==> src/rtl/vga_sync_decoder.sv <==
`default_nettype none
// ==========================================================================
// vga_sync_decoder - recovers pixel coordinates and lock status from VGA syncs
// Revision 1.0
// ==========================================================================
module vga_sync_decoder #(
  parameter int H_TOTAL     = 800,
  parameter int H_SYNC      = 96,
  parameter int H_BP        = 48,
  parameter int H_ACTIVE    = 640,
  parameter int V_TOTAL     = 525,
  parameter int V_SYNC      = 2,
  parameter int V_BP        = 33,
  parameter int V_ACTIVE    = 480,
  parameter int LOCK_FRAMES = 2
) (
  input  logic        clk_25MHz,
  input  logic        rst,
  input  logic        hsync_in,
  input  logic        vsync_in,
  input  logic [11:0] rgb_in,
  output logic        pixel_valid,
  output logic [9:0]  pixel_x,
  output logic [9:0]  pixel_y,
  output logic [11:0] pixel_rgb,
  output logic        frame_start,
  output logic        locked,
  output logic        lock_err,
  output logic [10:0] line_len
);

  localparam int          GW      = (LOCK_FRAMES < 1) ? 1 : $clog2(LOCK_FRAMES + 1);
  localparam logic [GW-1:0] GOAL  = GW'(LOCK_FRAMES);
  localparam logic [10:0] H_MAX   = 11'd2047;
  localparam logic [9:0]  V_MAX   = 10'd1023;
  localparam logic [10:0] H_LAST  = 11'(H_TOTAL - 1);
  localparam logic [9:0]  V_LAST  = 10'(V_TOTAL - 1);
  localparam logic [10:0] H_START = 11'(H_SYNC + H_BP);
  localparam logic [10:0] H_END   = 11'(H_SYNC + H_BP + H_ACTIVE);
  localparam logic [9:0]  V_START = 10'(V_SYNC + V_BP);
  localparam logic [9:0]  V_END   = 10'(V_SYNC + V_BP + V_ACTIVE);

  typedef enum logic [1:0] {
    SEARCH = 2'd0,
    VERIFY = 2'd1,
    LOCKED = 2'd2
  } state_t;

  logic          hs1_q, hs2_q, vs1_q, vs2_q;
  logic [11:0]   rgb1_q, rgb2_q;
  logic [10:0]   h_cnt_q, h_cnt_d, len_q, len_d;
  logic [9:0]    v_cnt_q, v_cnt_d;
  logic          h_seen_q, v_seen_q, bad_q, bad_d;
  logic          h_fall, v_fall, h_bad, v_sat, frame_good;
  state_t        state_q, state_d;
  logic [GW-1:0] good_q, good_d, good_inc;
  logic          lost_q, lost_d;

  logic          act_d, fs_d;
  logic [9:0]    x_d, y_d;
  logic [11:0]   rgb_d;
  logic          valid_q, fs_q, locked_q, err_q;
  logic [9:0]    x_q, y_q;
  logic [11:0]   rgb_q;
  logic [10:0]   line_len_q;

  assign h_fall = hs2_q & ~hs1_q;
  assign v_fall = vs2_q & ~vs1_q;

  always_comb begin
    h_cnt_d = h_fall ? 11'd0 : ((h_cnt_q == H_MAX) ? H_MAX : h_cnt_q + 11'd1);
    len_d   = len_q;
    // The first edge after reset has no preceding line to measure.
    if (h_fall && h_seen_q) begin
      len_d = (h_cnt_q == H_MAX) ? H_MAX : h_cnt_q + 11'd1;
    end
    h_bad = (h_fall && h_seen_q && (h_cnt_q != H_LAST)) || (!h_fall && (h_cnt_d == H_MAX));
    if (v_fall) begin
      v_cnt_d = 10'd0;
    end else if (h_fall && (v_cnt_q != V_MAX)) begin
      v_cnt_d = v_cnt_q + 10'd1;
    end else begin
      v_cnt_d = v_cnt_q;
    end
    v_sat      = (v_cnt_d == V_MAX);
    frame_good = v_seen_q && (v_cnt_q == V_LAST) && !bad_q && !h_bad;
    bad_d      = v_fall ? 1'b0 : (bad_q | h_bad);
  end

  always_comb begin
    state_d  = state_q;
    good_d   = good_q;
    lost_d   = 1'b0;
    good_inc = good_q + GW'(1);
    case (state_q)
      SEARCH: begin
        if (v_fall) begin
          state_d = VERIFY;
          good_d  = '0;
        end
      end
      VERIFY: begin
        if (v_fall) begin
          if (frame_good) begin
            good_d = good_inc;
            if (good_inc == GOAL) state_d = LOCKED;
          end else begin
            good_d = '0;
          end
        end else if (h_bad) begin
          good_d = '0;
        end
      end
      LOCKED: begin
        if (h_bad || v_sat || (v_fall && !frame_good)) begin
          state_d = SEARCH;
          lost_d  = 1'b1;
        end
      end
      default: state_d = SEARCH;
    endcase
  end

  always_ff @(posedge clk_25MHz) begin
    if (rst) begin
      state_q <= SEARCH;
      good_q  <= '0;
      lost_q  <= 1'b0;
    end else begin
      state_q <= state_d;
      good_q  <= good_d;
      lost_q  <= lost_d;
    end
  end

  // Output stage reads the counters, which already reflect the S2 sample.
  always_comb begin
    act_d = (state_q == LOCKED) &&
            (h_cnt_q >= H_START) && (h_cnt_q < H_END) &&
            (v_cnt_q >= V_START) && (v_cnt_q < V_END);
    x_d   = act_d ? 10'(h_cnt_q - H_START) : 10'd0;
    y_d   = act_d ? (v_cnt_q - V_START) : 10'd0;
    rgb_d = act_d ? rgb2_q : 12'd0;
    fs_d  = act_d && (x_d == 10'd0) && (y_d == 10'd0);
  end

  always_ff @(posedge clk_25MHz) begin
    if (rst) begin
      hs1_q      <= 1'b1;
      hs2_q      <= 1'b1;
      vs1_q      <= 1'b1;
      vs2_q      <= 1'b1;
      rgb1_q     <= '0;
      rgb2_q     <= '0;
      h_cnt_q    <= '0;
      v_cnt_q    <= '0;
      len_q      <= '0;
      h_seen_q   <= 1'b0;
      v_seen_q   <= 1'b0;
      bad_q      <= 1'b0;
      valid_q    <= 1'b0;
      x_q        <= '0;
      y_q        <= '0;
      rgb_q      <= '0;
      fs_q       <= 1'b0;
      locked_q   <= 1'b0;
      err_q      <= 1'b0;
      line_len_q <= '0;
    end else begin
      hs1_q      <= hsync_in;
      hs2_q      <= hs1_q;
      vs1_q      <= vsync_in;
      vs2_q      <= vs1_q;
      rgb1_q     <= rgb_in;
      rgb2_q     <= rgb1_q;
      h_cnt_q    <= h_cnt_d;
      v_cnt_q    <= v_cnt_d;
      len_q      <= len_d;
      h_seen_q   <= h_seen_q | h_fall;
      v_seen_q   <= v_seen_q | v_fall;
      bad_q      <= bad_d;
      valid_q    <= act_d;
      x_q        <= x_d;
      y_q        <= y_d;
      rgb_q      <= rgb_d;
      fs_q       <= fs_d;
      locked_q   <= (state_q == LOCKED);
      err_q      <= lost_q;
      line_len_q <= len_q;
    end
  end

  assign pixel_valid = valid_q;
  assign pixel_x     = x_q;
  assign pixel_y     = y_q;
  assign pixel_rgb   = rgb_q;
  assign frame_start = fs_q;
  assign locked      = locked_q;
  assign lock_err    = err_q;
  assign line_len    = line_len_q;

endmodule
`default_nettype wire

==> config.mk <==
export PLATFORM = sky130hd
export DESIGN_NAME = vga_sync_decoder
export DESIGN_NICKNAME = d
export VERILOG_FILES = /design/src/rtl/vga_sync_decoder.sv
export SDC_FILE = /design/constraint.sdc
export NUM_CORES = 1
export LEC_CHECK = 0
export ABC_CLOCK_PERIOD_IN_PS = 2300
export CAP_MARGIN = 20
export CORE_ASPECT_RATIO = 0.9
export CORE_UTILIZATION = 48
export DETAILED_ROUTE_END_ITERATION = 12
export PLACE_DENSITY = 0.74
export SYNTH_ARGS = -nofsm -noshare
export SYNTH_HDL_FRONTEND = slang
export SYNTH_SLANG_ARGS = --single-unit
==> constraint.sdc <==
create_clock -name clk_25MHz -period 2.3 [get_ports clk_25MHz]
set_input_delay 0.345 -clock clk_25MHz [delete_from_list [all_inputs] [get_ports clk_25MHz]]
set_output_delay 0.345 -clock clk_25MHz [all_outputs]
set_load 0.005 [all_outputs]
== Word level (Yosys, flattened, before mapping) ==
Cells that the tools add are included.

* Register bits after elaboration: 115
* Bits in latches: 0
* RAM bits: 0
* ROM bits: 0
* Input port bits: 16
* Output and inout port bits: 47
* Logic and storage cells: 104
* Memories: 0

* Add/sub/neg operators: 5
* Multiply operators: 0
* Div/mod/pow operators: 0
* Order comparisons: 4
* Eq/ne operators: 15
* Shift operators: 0
* Mux-type cells: 18
* Bitwise operators: 9
* Reductions and logical operators: 30

{| class="wikitable"
|+ Operator list
! cell !! number
|-
| 10-bit 2-to-1 mux || 4
|-
| 11-bit == test (second input constant) || 2
|-
| 11-bit 2-to-1 mux || 2
|-
| 10-bit == test (second input constant) || 2
|-
| 10-bit zero test || 2
|-
| 2-bit 2-to-1 mux || 9
|-
| 1-bit logical AND || 14
|-
| 11-bit by 1-bit adder with 11-bit output (second input constant) || 1
|-
| 11-bit by 8-bit >= comparator with 1-bit output (second input constant) || 1
|-
| 11-bit by 10-bit less-than comparator with 1-bit output (second input constant) || 1
|-
| 11-bit by 10-bit inequality test with 1-bit output (second input constant) || 1
|-
| 10-bit by 1-bit adder with 10-bit output (second input constant) || 1
|-
| 10-bit by 6-bit >= comparator with 1-bit output (second input constant) || 1
|-
| 10-bit less-than comparator (second input constant) || 1
|-
| 10-bit inequality test (second input constant) || 1
|-
| 2-bit inequality test (second input constant) || 5
|-
| 10-bit by 6-bit subtractor with 10-bit output (second input constant) || 1
|-
| 10-bit by 8-bit subtractor with 10-bit output (second input constant) || 1
|-
| 2-bit one-hot mux with 3 select lines || 1
|-
| 2-bit OR reduction || 3
|-
| 5-bit AND reduction || 1
|-
| 2-bit == test (second input constant) || 2
|-
| 1-bit zero test || 4
|-
| 1-bit NOT || 4
|-
| 11 further kinds || 16
|}

== Longest topological paths before layout ==
* Depth after elaboration: 13
* Depth in mapped cells: 11

== Worst setup path after synthesis ==
No wires, ideal clock.

* Kind: flip-flop to flip-flop
* Start point: register v_cnt_q[0]
* End point: register state_q[1]
* Library setup time: 0.129 ns
* Arrival time: 2.188 ns
* Data required time: 2.171 ns
* Setup slack: -0.017 ns
* Stages on the path, launching flop included: 9
* Path buffers: 1
* Cell sequence: dfxtp_1 ha_1 clkbuf_8 nand4_1 or2_1 a211o_1 or4_4 o31ai_2 o22ai_1

* Word-level cells in the longest chain between the ends: 9
* Elaborated cells between the ends (all ways): 17

{| class="wikitable"
|+ RTL lines
! what !! line !! RTL
|-
| start: declaration || 52 || <nowiki>logic [9:0] v_cnt_q, v_cnt_d;</nowiki>
|-
| start signal: assignment || 177 || <nowiki>v_cnt_q <= v_cnt_d;</nowiki>
|-
| branches (longest 8 deep; another with 10-bit by 1-bit adder with 10-bit output) || n/a ||
|-
| 5-bit AND reduction (no line) * || n/a ||
|-
| end signal: assignment || 130 || <nowiki>state_q <= state_d;</nowiki>
|-
| end: declaration || 55 || <nowiki>state_t state_q, state_d;</nowiki>
|}

Mark *: on every way between the ends.
A chain may end at the register's enable or synchronous reset.

== Worst setup path after layout ==
Same ends and word-level chain as after synthesis.

==> flow_summary_export.csv <==
group,metric,value,unit
logic_synthesis,yosysWarnings,0,
route,drt-total-wl,9650,um
die,die_y,92.9,um
die,floorplan.initialDensity,50.5,%
logic_synthesis,ys_seq_area_share,52.3,%
flow_run,cap_violations,0,
clock_network,clk_path_buf_depth,2,
route,firstDrtPassIters,5,
logic_synthesis,synthCells,457,
critical_path,arrival,2.59,ns
route,viasPerCell,5.11,
clock_network,cts_root_buffer,"clkbuf_8",
global_routing,grt_pass1_vias,3307,
cells_and_area,layout_common_cells,"dfxtp_1 (110), nor2_1 (65), clkdlybuf4s50_1 (61)",
die,dieArea,0.00956,mm^2
critical_path,crit_fanout,4,
clock_network,cts_tree,"yes",
pwr,p_leak,2.24,nW
timing,setup_viol,0,
timing,slew_viol_final,0,
logic_synthesis,synth_cell_types,64,
place,detailed_place_hpwl,6550,um
cells_and_area,area_delta_synth_final,31.6,%
global_routing,grt_usage,21.7,%
pwr,power.total,4.77,mW
place,place_area,0.00517,mm^2
critical_path,critPathCaptureType,"flip-flop",
place,placement.io_buffers,62,
logic_synthesis,synth_flop_cell,"dfxtp_1",
timing,max_freq,452,MHz
pwr,ir_drop,0.000569,V
route,ant_nets,0,
clock_network,cts_buffers,17,
pwr,powerDensity,822,mW/mm^2
clock_network,clkTransAtPathRegs,0.06,ns
cells_and_area,stdcell_area,0.00580,mm^2
logic_synthesis,synth_area_per_cell,9.64,um^2
timing,final-hold-violation-count,0,
timing,period_minus_slack,2.21,ns
clock_network,htree_levels,4,
cells_and_area,mostFrequentLayoutCell,"dfxtp_1",
logic_synthesis,synth_nets,481,
timing,finalCritPeriodShare,96.1,%
cells_and_area,drive_gt1_share,16.1,%
clock_network,cts_setup_buffers,0,
logic_synthesis,ys_async_sr_fraction,0,%
route,drc,0,
clock_network,insertion_delay,0.51,ns
clock_network,clock_sinks,115,
critical_path,worstPathRequired,2.68,ns
die,io_pins,63,
global_routing,overflow,0,
timing,setup_slack,0.0894,ns
logic_synthesis,ys_ff_latch,115,
hold_path,hold_class,"input pin to flip-flop",
cells_and_area,fillers,734,
logic_synthesis,syn_area,0.00440,mm^2
die,die_x,103,um
global_routing,grt_max_degree,59,
timing,worstMarginPinSlew,0.544,ns
critical_path,critPathKind,"flip-flop to flip-flop",
route,wl_per_cell,14.5,um
die,std_cell_rows,32,
timing,max_slew_margin,63.8,%
route,drtIter0Drc,163,
cells_and_area,fin_util,66.4,%
cells_and_area,nets,557,
global_routing,antenna_found_initial,0,
timing,whs,0.281,ns
cells_and_area,diodes,0,
logic_synthesis,synth-edff-count,0,
critical_path,start_kind,"flip-flop",
timing,finClkSkew,0.00857,ns
route,num_vias,3395,
place,gp_congestion,0.886,
place,dp_slack,0.0765,ns
global_routing,grt_pass1_wl,15900,um
die,core-area,0.00873,mm^2
outcome,status,"finished, final reports clean",
## cells in the mapped netlist, types with 2 or more instances
library cell / instances / area [um^2]
nand3_2: 2 / 20.0
xnor2_1: 10 / 87.6
o41ai_1: 2 / 17.5
o31a_1: 2 / 17.5
a211oi_1: 9 / 67.6
nor3_1: 11 / 55.1
buf_6: 5 / 56.3
and3_1: 3 / 18.8
or4_1: 2 / 15.0
o22ai_1: 3 / 18.8
clkbuf_1: 16 / 60.1
nand4_1: 8 / 50.1
clkbuf_8: 3 / 41.3
inv_1: 14 / 52.6
a41oi_1: 2 / 17.5
a211o_1: 2 / 17.5
nand2_1: 16 / 60.1
o32ai_1: 2 / 17.5
nor3b_1: 4 / 30.0
o211a_1: 2 / 20.0
o211ai_1: 2 / 15.0
nand3_1: 6 / 30.0
nor2_1: 65 / 244
o21ai_0: 3 / 15.0
a31oi_1: 7 / 43.8
nand2b_1: 7 / 43.8
xor2_1: 5 / 43.8
nor4_1: 6 / 37.5
buf_2: 3 / 15.0
a21oi_1: 7 / 35.0
nor2b_1: 41 / 257
o21a_1: 4 / 30.0
o31ai_1: 2 / 15.0
dfxtp_1: 115 / 2300
mux2i_1: 5 / 50.1
or2_2: 8 / 50.1
and2_1: 19 / 119
ha_1: 8 / 100
## cell type report
type	instances	area (um^2)	share of cell area (%)
clock buffer	17	414	7.14
clock inverter	15	175	3.02
inverter	15	56.3	0.971
multi-input combinational	298	1900	32.8
sequential	115	2310	39.8
tap	119	149	2.57
timing repair buffer	86	796	13.7
## per-stage QoR
| step | cells | setup TNS, ns |
|---|---|---|
| 2_1_floorplan | 457 | 0 |
| 3_3_place_gp | 633 | 0 |
| 3_5_place_dp | 633 | 0 |
| 4_1_cts | 665 | 0 |
| 5_1_grt | 665 | -0.00237 |
| 6_report | 665 | 0 |
## worst max-delay path, stage by stage, from the launching register on
cell and delay (ns):
dfxtp_2 0.35, ha_4 0.15, nand4_1 0.09, or2_1 0.27, a211o_1 0.30, or4_4 0.52, o31ai_4 0.28, o22ai_1 0.12
## sequential cells by signal, summed over array words and instances, names as in the netlist, 11 cells and up
register / flops
line_len: 11
h_cnt_q: 11
rgb1_q: 12
rgb2_q: 12
pixel_rgb: 12
len_q: 11
## where the power goes
part / switching [mW] / total, mW / internal [mW]
combinational: 0.0713 / 0.147 / 0.0752
sequential: 0.0224 / 2.06 / 2.03
clock: 0.992 / 2.56 / 1.57
## path summary, 6_finish.rpt
kind | slack (ns) | cells past startpoint | endpoint | start
worst max-delay path | 0.09 | 7 | state_q[1] | v_cnt_q[0]
worst min-delay path | 0.28 | 4 | locked | rst
worst max register to register | 0.09 | 7 | state_q[1] | v_cnt_q[0]
worst min register to register | 0.42 | 1 | pixel_rgb[4] | rgb2_q[4]
## routing by layer
layer,part of all wire [%],vias to the layer above,track usage (%)
li1,-,1699,-
met3,4.8,9,4.68
met4,0.83,0,7.86
met2,50,112,35.3
met1,45,1575,28.2
met5,0,-,0
## cells by family after synthesis
kind of cell    after synthesis  share of synthesized area (%)
simple gates                214                           26.5
flops                       115                           52.3
compound gates               55                           9.15
buf+inv                      44                           5.45
xor+xnor                     15                           2.98
fa+ha+maj                     8                           2.27
mux                           6                           1.39
## repair_timing
item	CTS	global route
hold buffers	0	0
setup endpoints to repair	0	26
resized for setup	0	10
Note: power is estimated with default switching activity, not from simulation.
